--- src/rtl/frame_pkg.sv ---
// frame_pkg: frame constants, state encoding and the CRC-16 word step shared with the parser
package frame_pkg;
    localparam logic [15:0] HDR_WORD  = 16'hE0E0;
    localparam logic [15:0] TAIL_WORD = 16'h0E0E;
    localparam logic [15:0] IDLE_WORD = 16'h0000;
    localparam logic [15:0] CRC_POLY  = 16'h1021;
    localparam logic [15:0] CRC_INIT  = 16'hFFFF;
    localparam logic [3:0]  MAX_LEN   = 4'd8;
    typedef enum logic [2:0] {IDLE, HDR, CH, LEN, PAY, CRC, TAIL} state_t;
    function automatic logic [15:0] crc16_step(input logic [15:0] c, input logic [15:0] d);
        logic [15:0] r;
        r = c;
        for (int i = 15; i >= 0; i--) r = {r[14:0], 1'b0} ^ ((r[15] ^ d[i]) ? CRC_POLY : 16'h0000);
        return r;
    endfunction
endpackage

--- src/rtl/crc16_word_step.sv ---
// crc16_word_step: one 16-bit MSB-first CRC-16 update
module crc16_word_step
    import frame_pkg::*;
(
    input  logic [15:0] crc_in,
    input  logic [15:0] data,
    output logic [15:0] crc_out
);
    assign crc_out = crc16_step(crc_in, data);
endmodule

--- src/rtl/frame_tx.sv ---
// frame_tx: emits HDR, CH, LEN, payload, CRC and TAIL words for one captured frame request
module frame_tx
    import frame_pkg::*;
(
    input  logic         clk_in,
    input  logic         rst,
    input  logic         start,
    input  logic [7:0]   vld_ch_i,
    input  logic [3:0]   len_i,
    input  logic [127:0] payload_i,
    input  logic         crc_corrupt_i,
    output logic [15:0]  data_out,
    output logic         data_out_vld,
    output logic         busy,
    output logic         done,
    output logic         len_err
);
    state_t         r_state;
    logic [7:0]     r_vld_ch;
    logic [3:0]     r_len;
    logic [127:0]   r_payload;
    logic           r_corrupt;
    logic [3:0]     r_cnt;
    logic [15:0]    r_crc;
    logic [15:0]    r_data;
    logic           r_vld;
    logic           r_busy;
    logic           r_done;
    logic           r_len_err;
    logic [15:0]    w_words [8];
    logic [2:0]     w_pay_idx;
    logic [15:0]    w_crc_data;
    logic [15:0]    w_crc_out;
    logic           w_last;
    logic           w_len_ok;

    always_comb begin
        for (int k = 0; k < 8; k++) w_words[k] = r_payload[127-16*k -: 16];
    end

    // w_crc_data is the word about to be emitted; it feeds both data_out and the CRC
    assign w_pay_idx  = (r_state == PAY) ? r_cnt[2:0] + 3'd1 : 3'd0;
    assign w_crc_data = (r_state == HDR) ? {8'h00, r_vld_ch} :
                        (r_state == CH)  ? {12'h000, r_len}  : w_words[w_pay_idx];
    assign w_last     = r_cnt == r_len - 4'd1;
    assign w_len_ok   = (len_i != 4'd0) && (len_i <= MAX_LEN);

    crc16_word_step u_crc (
        .crc_in  (r_crc),
        .data    (w_crc_data),
        .crc_out (w_crc_out)
    );

    always_ff @(posedge clk_in) begin
        if (rst) begin
            r_state   <= IDLE;
            r_vld_ch  <= '0;
            r_len     <= '0;
            r_payload <= '0;
            r_corrupt <= 1'b0;
            r_cnt     <= '0;
            r_crc     <= CRC_INIT;
            r_data    <= IDLE_WORD;
            r_vld     <= 1'b0;
            r_busy    <= 1'b0;
            r_done    <= 1'b0;
            r_len_err <= 1'b0;
        end else begin
            r_done    <= 1'b0;
            r_len_err <= 1'b0;
            case (r_state)
                IDLE: begin
                    r_data <= IDLE_WORD;
                    r_vld  <= 1'b0;
                    r_busy <= 1'b0;
                    if (start && w_len_ok) begin
                        r_vld_ch  <= vld_ch_i;
                        r_len     <= len_i;
                        r_payload <= payload_i;
                        r_corrupt <= crc_corrupt_i;
                        r_crc     <= CRC_INIT;
                        r_state   <= HDR;
                        r_data    <= HDR_WORD;
                        r_vld     <= 1'b1;
                        r_busy    <= 1'b1;
                    end else if (start) begin
                        r_len_err <= 1'b1;
                    end
                end
                HDR, CH: begin
                    r_state <= (r_state == HDR) ? CH : LEN;
                    r_data  <= w_crc_data;
                    r_crc   <= w_crc_out;
                end
                LEN: begin
                    r_state <= PAY;
                    r_data  <= w_crc_data;
                    r_crc   <= w_crc_out;
                    r_cnt   <= '0;
                end
                PAY: begin
                    if (w_last) begin
                        r_state <= CRC;
                        r_data  <= r_crc ^ {15'd0, r_corrupt};
                    end else begin
                        r_cnt  <= r_cnt + 4'd1;
                        r_data <= w_crc_data;
                        r_crc  <= w_crc_out;
                    end
                end
                CRC: begin
                    r_state <= TAIL;
                    r_data  <= TAIL_WORD;
                    r_done  <= 1'b1;
                end
                TAIL: begin
                    r_state <= IDLE;
                    r_data  <= IDLE_WORD;
                    r_vld   <= 1'b0;
                    r_busy  <= 1'b0;
                end
                default: r_state <= IDLE;
            endcase
        end
    end

    assign data_out     = r_data;
    assign data_out_vld = r_vld;
    assign busy         = r_busy;
    assign done         = r_done;
    assign len_err      = r_len_err;
endmodule

--- config.mk ---
export PLATFORM = sky130hd
export DESIGN_NAME = frame_tx
export DESIGN_NICKNAME = d
export VERILOG_FILES = /design/src/rtl/frame_pkg.sv /design/src/rtl/crc16_word_step.sv /design/src/rtl/frame_tx.sv
export SDC_FILE = /design/constraint.sdc
export NUM_CORES = 1
export LEC_CHECK = 0
export BUFFER_PORTS_ARGS = -buffer_cell sky130_fd_sc_hd__buf_2
export CAP_MARGIN = 10
export CORE_ASPECT_RATIO = 0.9
export CORE_MARGIN = 10
export CORE_UTILIZATION = 25
export CTS_CLUSTER_SIZE = 30
export DETAILED_ROUTE_END_ITERATION = 6
export PLACE_DENSITY = 0.43
export SYNTH_ARGS = -nofsm -noshare
export SYNTH_HDL_FRONTEND = slang
export SYNTH_HIERARCHICAL = 1
export SYNTH_SLANG_ARGS = --single-unit
export TNS_END_PERCENT = 100
--- constraint.sdc ---
create_clock -name clk_in -period 4.3 [get_ports clk_in]
set_clock_uncertainty 0.2 [all_clocks]
set_input_delay 0.86 -clock clk_in [delete_from_list [all_inputs] [get_ports clk_in]]
set_output_delay 0.86 -clock clk_in [all_outputs]
set_load 0.03 [all_outputs]
# After elaboration in Yosys (flattened, before gate mapping)
# Index checks and enable logic that the tools add are counted.
[totals] regBits=183 out_inout_bits=20 word_cells=114
[op_classes] addsub=3 magnitude_cmp=2 eq_ne=10 muxes=38 n_bitwise=35 n_reduce_logical=15
[ops] op="$xor A16 B16 Y16" n=16
[ops] op="$mux W13" n=16
[ops] op="$mux W16" n=8
[ops] op="$pmux W16 S5" n=1
[ops] op="$bmux W16 S3" n=1
[ops] op="$pmux W16 S3" n=1
[ops] op="$xor A1 B1 Y1" n=16
[ops] op="$xor A16 B1 Y16" n=1
[ops] op="$pmux W3 S5" n=1
[ops] op="$eq A3 B3 Y1 const B" n=3
[ops] op="$mux W3" n=3
[ops] op="$pmux W4 S2" n=1
[ops] op="$eq A3 B2 Y1 const B" n=2
[ops] op="$ne A2 B2 Y1 const B" n=3
[ops] op="$reduce_and A2 Y1" n=3
[ops] op="$reduce_or A3 Y1" n=2
[ops] op="$reduce_bool A5 Y1" n=1
[ops] op="$add A4 B1 Y4 const B" n=1
[ops] op="$eq A4 B4 Y1" n=1
[ops] op="$ge A4 B4 Y1 const B" n=1
[ops] op="$le A4 B4 Y1 const B" n=1
[ops] op="$mux W1" n=4
[ops] op="$mux W4" n=1
[ops] op="$not A3 Y4" n=1
[ops] op="12 further kinds" n=14

# Logic depth before layout (Yosys ltp)
# Gate-level depths: netlist (run 1).
[logic_depth] word_depth=58 mapped_depth=13

# Cells and area by module
# The synthesis (run 1) kept the hierarchy.
[by_module_without_submodules] module="frame_tx" n_inst=1 cells_per_inst=998 area_per_inst_um2=7925.1 seq_area_each_um2=3663.5
[by_module_without_submodules] module="crc16_word_step" n_inst=1 cells_per_inst=50 area_per_inst_um2=553.0 seq_area_each_um2=0.0

# Worst setup path after synthesis (run 1)
# No wires, ideal clock.
[synth_timing] kind="register to register" startpoint="register r_cnt[0]" endpoint="register r_crc[15]" arrival_ps=3216 setup_slack_ps=767 path_stages_with_launch=12 path_buffers=3 path_cell_list="dfxtp_1 buf_6 or4b_4 buf_6 clkbuf_1 a221o_1 a32o_1 xor2_2 xor3_2 xnor2_1 xnor2_1 o22a_1"
[synth_via] elab_chain_cells=34 elab_cells_between_ends=41
[synth_rtl] element="start, declared" line="frame_tx.sv:23" rtl="logic [3:0] r_cnt;"
[synth_rtl] element="start signal, assigned" line="frame_tx.sv:106" rtl="r_cnt <= r_cnt + 4'd1;"
[synth_rtl] element="$add A3 B1 Y3 *" line="frame_tx.sv:42" rtl="assign w_pay_idx = (r_state == PAY) ? r_cnt[2:0] + 3'd1 : 3'd0;"
[synth_rtl] element="$mux W3 *" line="frame_tx.sv:42"
[synth_rtl] element="$not A3 Y4 (implied by the code) *" line="frame_tx.sv:44" rtl="(r_state == CH) ? {12'h000, r_len} : w_words[w_pay_idx];"
[synth_rtl] element="$bmux W16 S3 *" line="frame_tx.sv:44"
[synth_rtl] element="$mux W16 (implied by the code) * (2 in series)" line="frame_tx.sv:44"
[synth_rtl] element="$mux W16 *" line="frame_tx.sv:44"
[synth_rtl] element="$mux W16 *" line="frame_tx.sv:43" rtl="assign w_crc_data = (r_state == HDR) ? {8'h00, r_vld_ch} :"
[synth_rtl] element="net w_crc_data[15]" line="frame_tx.sv:32" rtl="logic [15:0] w_crc_data;"
[synth_rtl] element="(+13 left out)"
[synth_rtl] element="$mux W13" line="frame_pkg.sv:13" rtl="for (int i = 15; i >= 0; i--) r = {r[14:0], 1'b0} ^ ((r[15] ^ d[i]) ? CRC_POLY : 16'h0000);"
[synth_rtl] element="$xor A16 B16 Y16 * (4 in series)" line="frame_pkg.sv:13"
[synth_rtl] element="$xor A1 B1 Y1" line="frame_pkg.sv:13"
[synth_rtl] element="$mux W13" line="frame_pkg.sv:13"
[synth_rtl] element="$xor A16 B16 Y16 * (4 in series)" line="frame_pkg.sv:13"
[synth_rtl] element="net w_crc_out[15]" line="frame_tx.sv:33" rtl="logic [15:0] w_crc_out;"
[synth_rtl] element="$mux W16" line="frame_tx.sv:102" rtl="if (w_last) begin"
[synth_rtl] element="$pmux W16 S3 *" line="frame_tx.sv:71" rtl="case (r_state)"
[synth_rtl] element="end signal, assigned" line="frame_tx.sv:93" rtl="r_crc <= w_crc_out;"
[synth_rtl] element="end signal, assigned" line="frame_tx.sv:98" rtl="r_crc <= w_crc_out;"
[synth_rtl] element="end signal, assigned" line="frame_tx.sv:108" rtl="r_crc <= w_crc_out;"
[synth_rtl] element="end, declared" line="frame_tx.sv:24" rtl="logic [15:0] r_crc;"
# Mark *: on every way through the listed nets, which the timed path passes. The rest lies on a longest branch. The select of a mux whose other input is x is not followed.
# A chain may end at the register's enable or synchronous reset.

# Final worst setup path (run 1)
[layout_timing] startpoint="register r_state[2]" endpoint="register r_crc[6]"
[layout_via] elab_cells_between_ends=50
[layout_lines] element="start, declared" line="frame_tx.sv:18" rtl="state_t r_state;"
[layout_lines] element="start signal, assigned" line="frame_tx.sv:91" rtl="r_state <= (r_state == HDR) ? CH : LEN;"
[layout_lines] element="$eq A3 B3 Y1" line="frame_tx.sv:42"
[layout_lines] element="$mux W3" line="frame_tx.sv:42"
[layout_lines] element="$not A3 Y4 (implied by the code)" line="frame_tx.sv:44"
[layout_lines] element="$bmux W16 S3" line="frame_tx.sv:44"
[layout_lines] element="$mux W16 (implied by the code) (2 in series)" line="frame_tx.sv:44"
[layout_lines] element="$mux W16" line="frame_tx.sv:44"
[layout_lines] element="$mux W16 *" line="frame_tx.sv:43"
[layout_lines] element="net w_crc_data[1]" line="frame_tx.sv:32"
[layout_lines] element="$xor A1 B1 Y1 *" line="frame_pkg.sv:13"
[layout_lines] element="$mux W13 *" line="frame_pkg.sv:13"
[layout_lines] element="$xor A16 B16 Y16 * (2 in series)" line="frame_pkg.sv:13"
[layout_lines] element="net w_crc_out[6]" line="frame_tx.sv:33"
[layout_lines] element="$mux W16" line="frame_tx.sv:102"
[layout_lines] element="$pmux W16 S3 *" line="frame_tx.sv:71"
# Marked as above.

==> results of run 1 <==
-- power by group through the flow --
stage               Clock, mW  Combinational, mW  Sequential (mW)
finish                   1.60               1.65             2.01
global placement            0               1.65             2.05
floorplan                   0               1.28             2.00
global route             1.70               1.80             2.03
CTS                      1.64               1.65             2.01
detailed placement          0               1.64             2.05
-- worst register-to-register path, delay by kind of cell, from the launching register on --
kind | cells | cell delay, ps
buffers and inverters | 2 | 420
AO/OA/AOI/OAI | 2 | 540
XOR/XNOR | 4 | 960
AND/OR/NAND/NOR | 2 | 870
flip-flops | 1 | 450
multiplexers | 1 | 330
-- per-stage QoR --
stage | cell area [sq um] | instances | setup slack (ps) | utilization, %
2_1_floorplan | 8480 | 1048 | 767 | -
3_3_place_gp | 9790 | 1612 | 510 | 29.5
3_5_place_dp | 9790 | 1612 | 497 | 29.5
4_1_cts | 10400 | 1644 | 467 | 31.3
5_1_grt | 10400 | 1644 | 201 | 31.3
6_report | 10400 | 1644 | 446 | 31.3
-- how the worst min path moves through the flow --
stage | end | slack (ps) | from
after floorplan | r_payload[113] | 230 | r_payload[113]
after global placement | r_payload[3] | 240 | r_payload[3]
after detailed placement | r_payload[16] | 250 | r_payload[16]
after CTS | r_payload[16] | 260 | r_payload[16]
after global routing | r_payload[3] | 270 | r_payload[3]
final | r_payload[16] | 260 | r_payload[16]
-- registers in the layout, indices dropped and copies added, names as in the netlist --
signal     flops
busy           1
data_out      16
done           1
len_err        1
r_cnt          4
r_corrupt      1
r_crc         16
r_len          4
r_payload    128
r_state        3
r_vld_ch       8
-- per-layer routing --
| metal | share of wire, % | wire, microns |
|---|---|---|
| met2 | 46 | 14700 |
| met5 | 0 | 0 |
| met4 | 1.5 | 477 |
| met1 | 47 | 15000 |
| met3 | 5.5 | 1770 |
-- cells by family after synthesis --
kind of cell	Yosys count	share of synthesized area (%)
XOR/XNOR	59	7.62
buffers and inverters	100	4.91
AND/OR/NAND/NOR	387	19.2
flip-flops	183	43.2
AO/OA/AOI/OAI	307	23.0
multiplexers	10	1.71
adder cells (fa/ha/maj)	2	0.295
-- area by class of cell --
class	count	area (sq um)
fill	3619	22800
multi-input combinational	765	4420
sequential	183	3660
timing repair buffer	196	1090
tap	455	569
clock buffer	17	425
clock inverter	15	184
inverter	13	48.8
-- cells in the mapped netlist (3+ instances only) --
master,instances,share of area [%]
nand2_1,310,14
dfxtp_1,183,43
a21oi_1,169,10
clkbuf_1,69,3.1
xnor2_1,36,3.7
o21ai_0,17,1.0
o22a_1,17,1.8
nor3_1,15,0.89
a221oi_1,13,1.3
xor2_1,13,1.3
a221o_1,12,1.4
buf_2,12,0.71
inv_1,12,0.53
nor2_1,11,0.49
nor4_1,9,0.66
o22ai_1,9,0.66
a22oi_1,8,0.71
nor2b_1,8,0.59
a22o_1,7,0.72
a211oi_1,6,0.53
a31oi_1,6,0.44
and2_1,6,0.44
o21ba_2,6,0.71
o2bb2ai_1,6,0.62
or3_1,6,0.44
a211o_1,4,0.41
mux2i_1,4,0.47
nand2b_1,4,0.30
o21a_1,4,0.35
o311ai_0,4,0.41
and3_1,3,0.22
buf_6,3,0.40
mux2_2,3,0.40
o211ai_1,3,0.27
o31ai_1,3,0.27
o41ai_1,3,0.31
xnor3_1,3,0.80
-- placed cells by master (no fill, tap or decap), types with 5 or more instances in the layout --
| cell | instances |
|---|---|
| a211oi_1 | 6 |
| a21oi_1 | 169 |
| a221o_1 | 12 |
| a221oi_1 | 13 |
| a22o_1 | 7 |
| a22oi_1 | 8 |
| a31oi_1 | 6 |
| and2_1 | 5 |
| buf_2 | 162 |
| buf_4 | 32 |
| clkbuf_16 | 17 |
| clkinv_8 | 8 |
| dfxtp_1 | 183 |
| inv_1 | 12 |
| nand2_1 | 309 |
| nor2_1 | 11 |
| nor2b_1 | 8 |
| nor3_1 | 15 |
| nor4_1 | 9 |
| o21ai_0 | 17 |
| o21ba_2 | 6 |
| o22a_1 | 17 |
| o22ai_1 | 9 |
| o2bb2ai_1 | 6 |
| or3_1 | 6 |
| xnor2_1 | 36 |
| xor2_1 | 13 |
==> qor.yml, run 1 <==
global_routing:
  top_usage_layer: "met2"
  grt_usage_pct: 14.7
  gr-total-overflow: 0
  use_met1_pct: 19.7
  grt_max_degree: 93
  grt_pass1_vias: 7818
  antenna_found_initial: 0
  grt_pass1_wl_mm: 47.7
  gr-usage-met2_pct: 23.3
  use_met3_pct: 3.32
pwr:
  power_density_nw_per_um2: 505
  pwr-share-comb_pct: 31.4
  p_leak_nw: 3.90
  power.internal_mw: 3.44
  clkPwrFrac_pct: 30.4
  netSwitchingFraction_pct: 34.5
  peakVddDrop_mv: 0.297
  switchingPower_mw: 1.81
  total_power_mw: 5.26
  seqPwrFrac_pct: 38.2
hold_path:
  hp-class: "reg -> reg"
  worstHoldPathCells: 2
routing:
  drt_wl_total_mm: 31.9
  vias: 7851
  viasPerCell: 4.78
  firstDrtPassIters: 5
  detail-route-antenna-nets: 0
  drc_errors: 0
  first_iter_violations: 610
  wl_per_cell_microns: 19.4
timing:
  finalSetupViolCount: 0
  fmax_ghz: 0.260
  min_period_over_period_pct: 89.6
  hold_ws_ps: 256
  worst_slew_pin_slew_ps: 1090
  fin_crit_ps: 3850
  max-slew-margin-rel_pct: 26.8
  final-max-slew-violation-count: 0
  rsz0062_at_grt: "false"
  hold_viol: 0
  finalSetupTns_ps: 0
yosys:
  async_flop_share_pct: 0
  yosys_warnings: 6
  synth.avg_cell_area_sq_um: 8.09
  ys_seq_area_share_pct: 43.2
  synth_ff_type: "dfxtp_1"
  synthesis.area_sq_um: 8480
  synth_cell_type_count: 67
  synth-seq-cells: 183
  postSynthCellCount: 1048
  synth_edf_count: 0
  synth_fp_nets: 1194
clock_network:
  numCtsBuffers: 17
  ctsResizeCount: 0
  postCtsHoldBufs: 0
  cts.clk_slew.worst_paths_ps: 80
  cts_tree: "done"
  clock_latency_ps: 460
  cts_setup_buffers: 0
  cts_buffer_depth: 2
  cts_num_sinks: 183
  htreeDepth: 4
  cts_root_buffer: "clkbuf_16"
setup_path:
  slowest_delay_ps: 620
  critical-path-top-delay-family: "XOR/XNOR gates"
  crit_arrival_ps: 3990
  critical_path_class: "reg -> reg"
  cp_num_cells: 11
  path_buf_inv: 2
  path_common_cell: "xnor2_1"
  setup.worst_path.start: "r_state[2]"
  path_max_fanout: 10
  reg2reg_slack_ps: 450
  path_cells: "or3b_2, buf_4, nor2_2, buf_4, mux4_1, a22o_1, xnor2_1, xor2_1, xnor2_1, xnor2_1, o22a_1"
  crit_slowest_cell: "or3b_2"
  worstSetupStartpointType: "register"
  crit_path_end_kind: "register"
  required_ps: 4440
  reg2reg_to: "r_crc[6]"
  rr_worst_depth: 11
  timing.rr.start: "r_state[2]"
  crit_path_end: "r_crc[6]"
floorplan:
  start_util_pct: 25.5
  die_y_microns: 195
  die_x_microns: 214
  dieArea_sq_um: 41700
  num_rows: 63
  ios: 164
  core_area_sq_um: 33200
flow_run:
  max_cap_viol_count: 0
cells_and_area:
  final_nets: 1322
  diodes: 0
  drive_above_1_share_pct: 21.4
  syn2layout_area_growth_pct: 22.7
placement:
  hpwl_mm: 24.4
  io_buffers: 163
  gp_congestion: 0.857
run_status:
  status: "finished clean"
Note: power is estimated with default switching activity, not from simulation.
==> inputs of run 2 (changes only) <==
- CELL_PAD_IN_SITES_DETAIL_PLACEMENT: unset -> 0
- CELL_PAD_IN_SITES_GLOBAL_PLACEMENT: unset -> 1
- PLACE_DENSITY: 0.43 -> 0.54
==> run 2 against run 1 <==
Against the previous run:
- the flow now finishes with violations (DRC)
- clock power about the same
- critical path depth decreased by 1
- power decreased by 0.77%
- first-iteration DRC count decreased by 10%
- maximum frequency decreased by 1.7%
==> qor.yml, run 2 (synthesized netlist as in run 1, its figures left out) <==
timing:
  fin_crit_ps: 3920
  final-max-slew-violation-count: 0
  rsz0062_at_grt: "false"
  hold_viol: 0
  fmax_ghz: 0.255
  worst_slew_pin_slew_ps: 1120
  min_period_over_period_pct: 91.1
  hold_ws_ps: 258
  finalSetupViolCount: 0
  max-slew-margin-rel_pct: 24.9
  finalSetupTns_ps: 0
  setup_ws_ps: 381
setup_path:
  worstSetupStartpointType: "register"
  rr_worst_depth: 10
  reg2reg_to: "r_crc[8]"
  path_cells: "buf_4, or4b_4, a221oi_1, a31oi_1, a22o_1, xnor2_1, xor3_2, xnor2_1, xor2_1, o22a_1"
  reg2reg_slack_ps: 380
  crit_slowest_cell: "or4b_4"
  slowest_delay_ps: 690
  path_max_fanout: 32
  crit_path_end: "r_crc[8]"
  crit_path_end_kind: "register"
  required_ps: 4430
  path_common_cell: "xnor2_1"
  crit_arrival_ps: 4050
  setup.worst_path.start: "r_cnt[0]"
  timing.rr.start: "r_cnt[0]"
  critical_path_class: "reg -> reg"
clock_network:
  cts_setup_buffers: 0
  cts_root_buffer: "clkbuf_16"
  cts_tree: "done"
  ctsResizeCount: 0
  postCtsHoldBufs: 0
  cts_buffer_depth: 2
  clock_latency_ps: 450
  numCtsBuffers: 17
  cts_num_sinks: 183
  cts.clk_slew.worst_paths_ps: 80
  htreeDepth: 4
routing:
  wl_per_cell_microns: 19.6
  vias: 7778
  drt_wl_total_mm: 32.2
  first_iter_violations: 549
  firstDrtPassIters: 7
  drc_errors: 3
  detail-route-antenna-nets: 0
  viasPerCell: 4.75
run_status:
  violations: "DRC"
  status: "finished, violations left"
floorplan:
  start_util_pct: 25.5
  num_rows: 63
  die_y_microns: 195
  dieArea_sq_um: 41700
  die_x_microns: 214
  ios: 164
  core_area_sq_um: 33200
cells_and_area:
  drive_above_1_share_pct: 21.0
  syn2layout_area_growth_pct: 22.0
  layout_commonest_cell: "nand2_1"
  final_cell_mix: "309 x nand2_1, 183 x dfxtp_1, 169 x a21oi_1, 162 x buf_2, 36 x xnor2_1"
  regMostFlops: "r_payload"
  final_nets: 1317
  post-route-util_pct: 31.2
  diodes: 0
  largest_register_ffs: 128
pwr:
  peakVddDrop_mv: 0.268
  power_density_nw_per_um2: 504
  p_leak_nw: 3.86
  total_power_mw: 5.22
global_routing:
  antenna_found_initial: 0
  grt_pass1_wl_mm: 48.4
  grt_max_degree: 68
  gr-total-overflow: 0
  grt_usage_pct: 14.9
  grt_pass1_vias: 7867
hold_path:
  hp-class: "reg -> reg"
  worstHoldPathCells: 2
placement:
  gp_congestion: 0.878
  place_ws_ps: 502
  hpwl_mm: 24.6
  io_buffers: 163
flow_run:
  max_cap_viol_count: 0
run 2: cell count changes in the layout (fill, tap and decap cells not counted), sizes merged:
cell / change
buf: -5
clkbuf: +3
clkinv: -7
clkinvlp: +3
inv: +1
run 2: final cells by class:
cell class | instances | area (sq um)
multi-input combinational | 765 | 4420
fill | 3691 | 22800
timing repair buffer | 191 | 1070
clock inverter | 12 | 110
inverter | 13 | 48.8
sequential | 183 | 3660
clock buffer | 20 | 467
tap | 455 | 569
run 2: critical path, delay by kind of cell (launching register included):
family,cells,cell delay (ps)
compound gates,4,1000
xor+xnor,4,1380
buf+inv,1,180
flops,1,330
simple gates,1,690
run 2: where the power goes:
| group | internal [mW] | switching, mW |
|---|---|---|
| registers | 1.85 | 0.153 |
| clock network | 0.807 | 0.767 |
| logic | 0.802 | 0.833 |
run 2: how the worst min path moves through the flow:
stage	slack (ps)	end	from
after CTS	260	r_payload[98]	r_payload[98]
after global routing	270	r_payload[1]	r_payload[1]
final	260	r_payload[15]	r_payload[15]
after global placement	240	r_payload[18]	r_payload[18]
after floorplan	230	r_payload[113]	r_payload[113]
after detailed placement	250	r_payload[23]	r_payload[23]
run 2: stage by stage:
step	instances	instance area (sq um)
after global placement	1607	9770
after floorplan	1048	8480
after CTS	1639	10300
after detailed placement	1607	9770
final	1639	10300
after global routing	1639	10300
run 2: layer usage:
metal | vias to the layer above | routed length [microns] | global-route usage, %
met5 | - | 0 | 0
met4 | 0 | 356 | 3.61
met3 | 17 | 1790 | 4.18
met2 | 197 | 14700 | 23.7
met1 | 3687 | 15300 | 19.7
li1 | 3877 | - | -
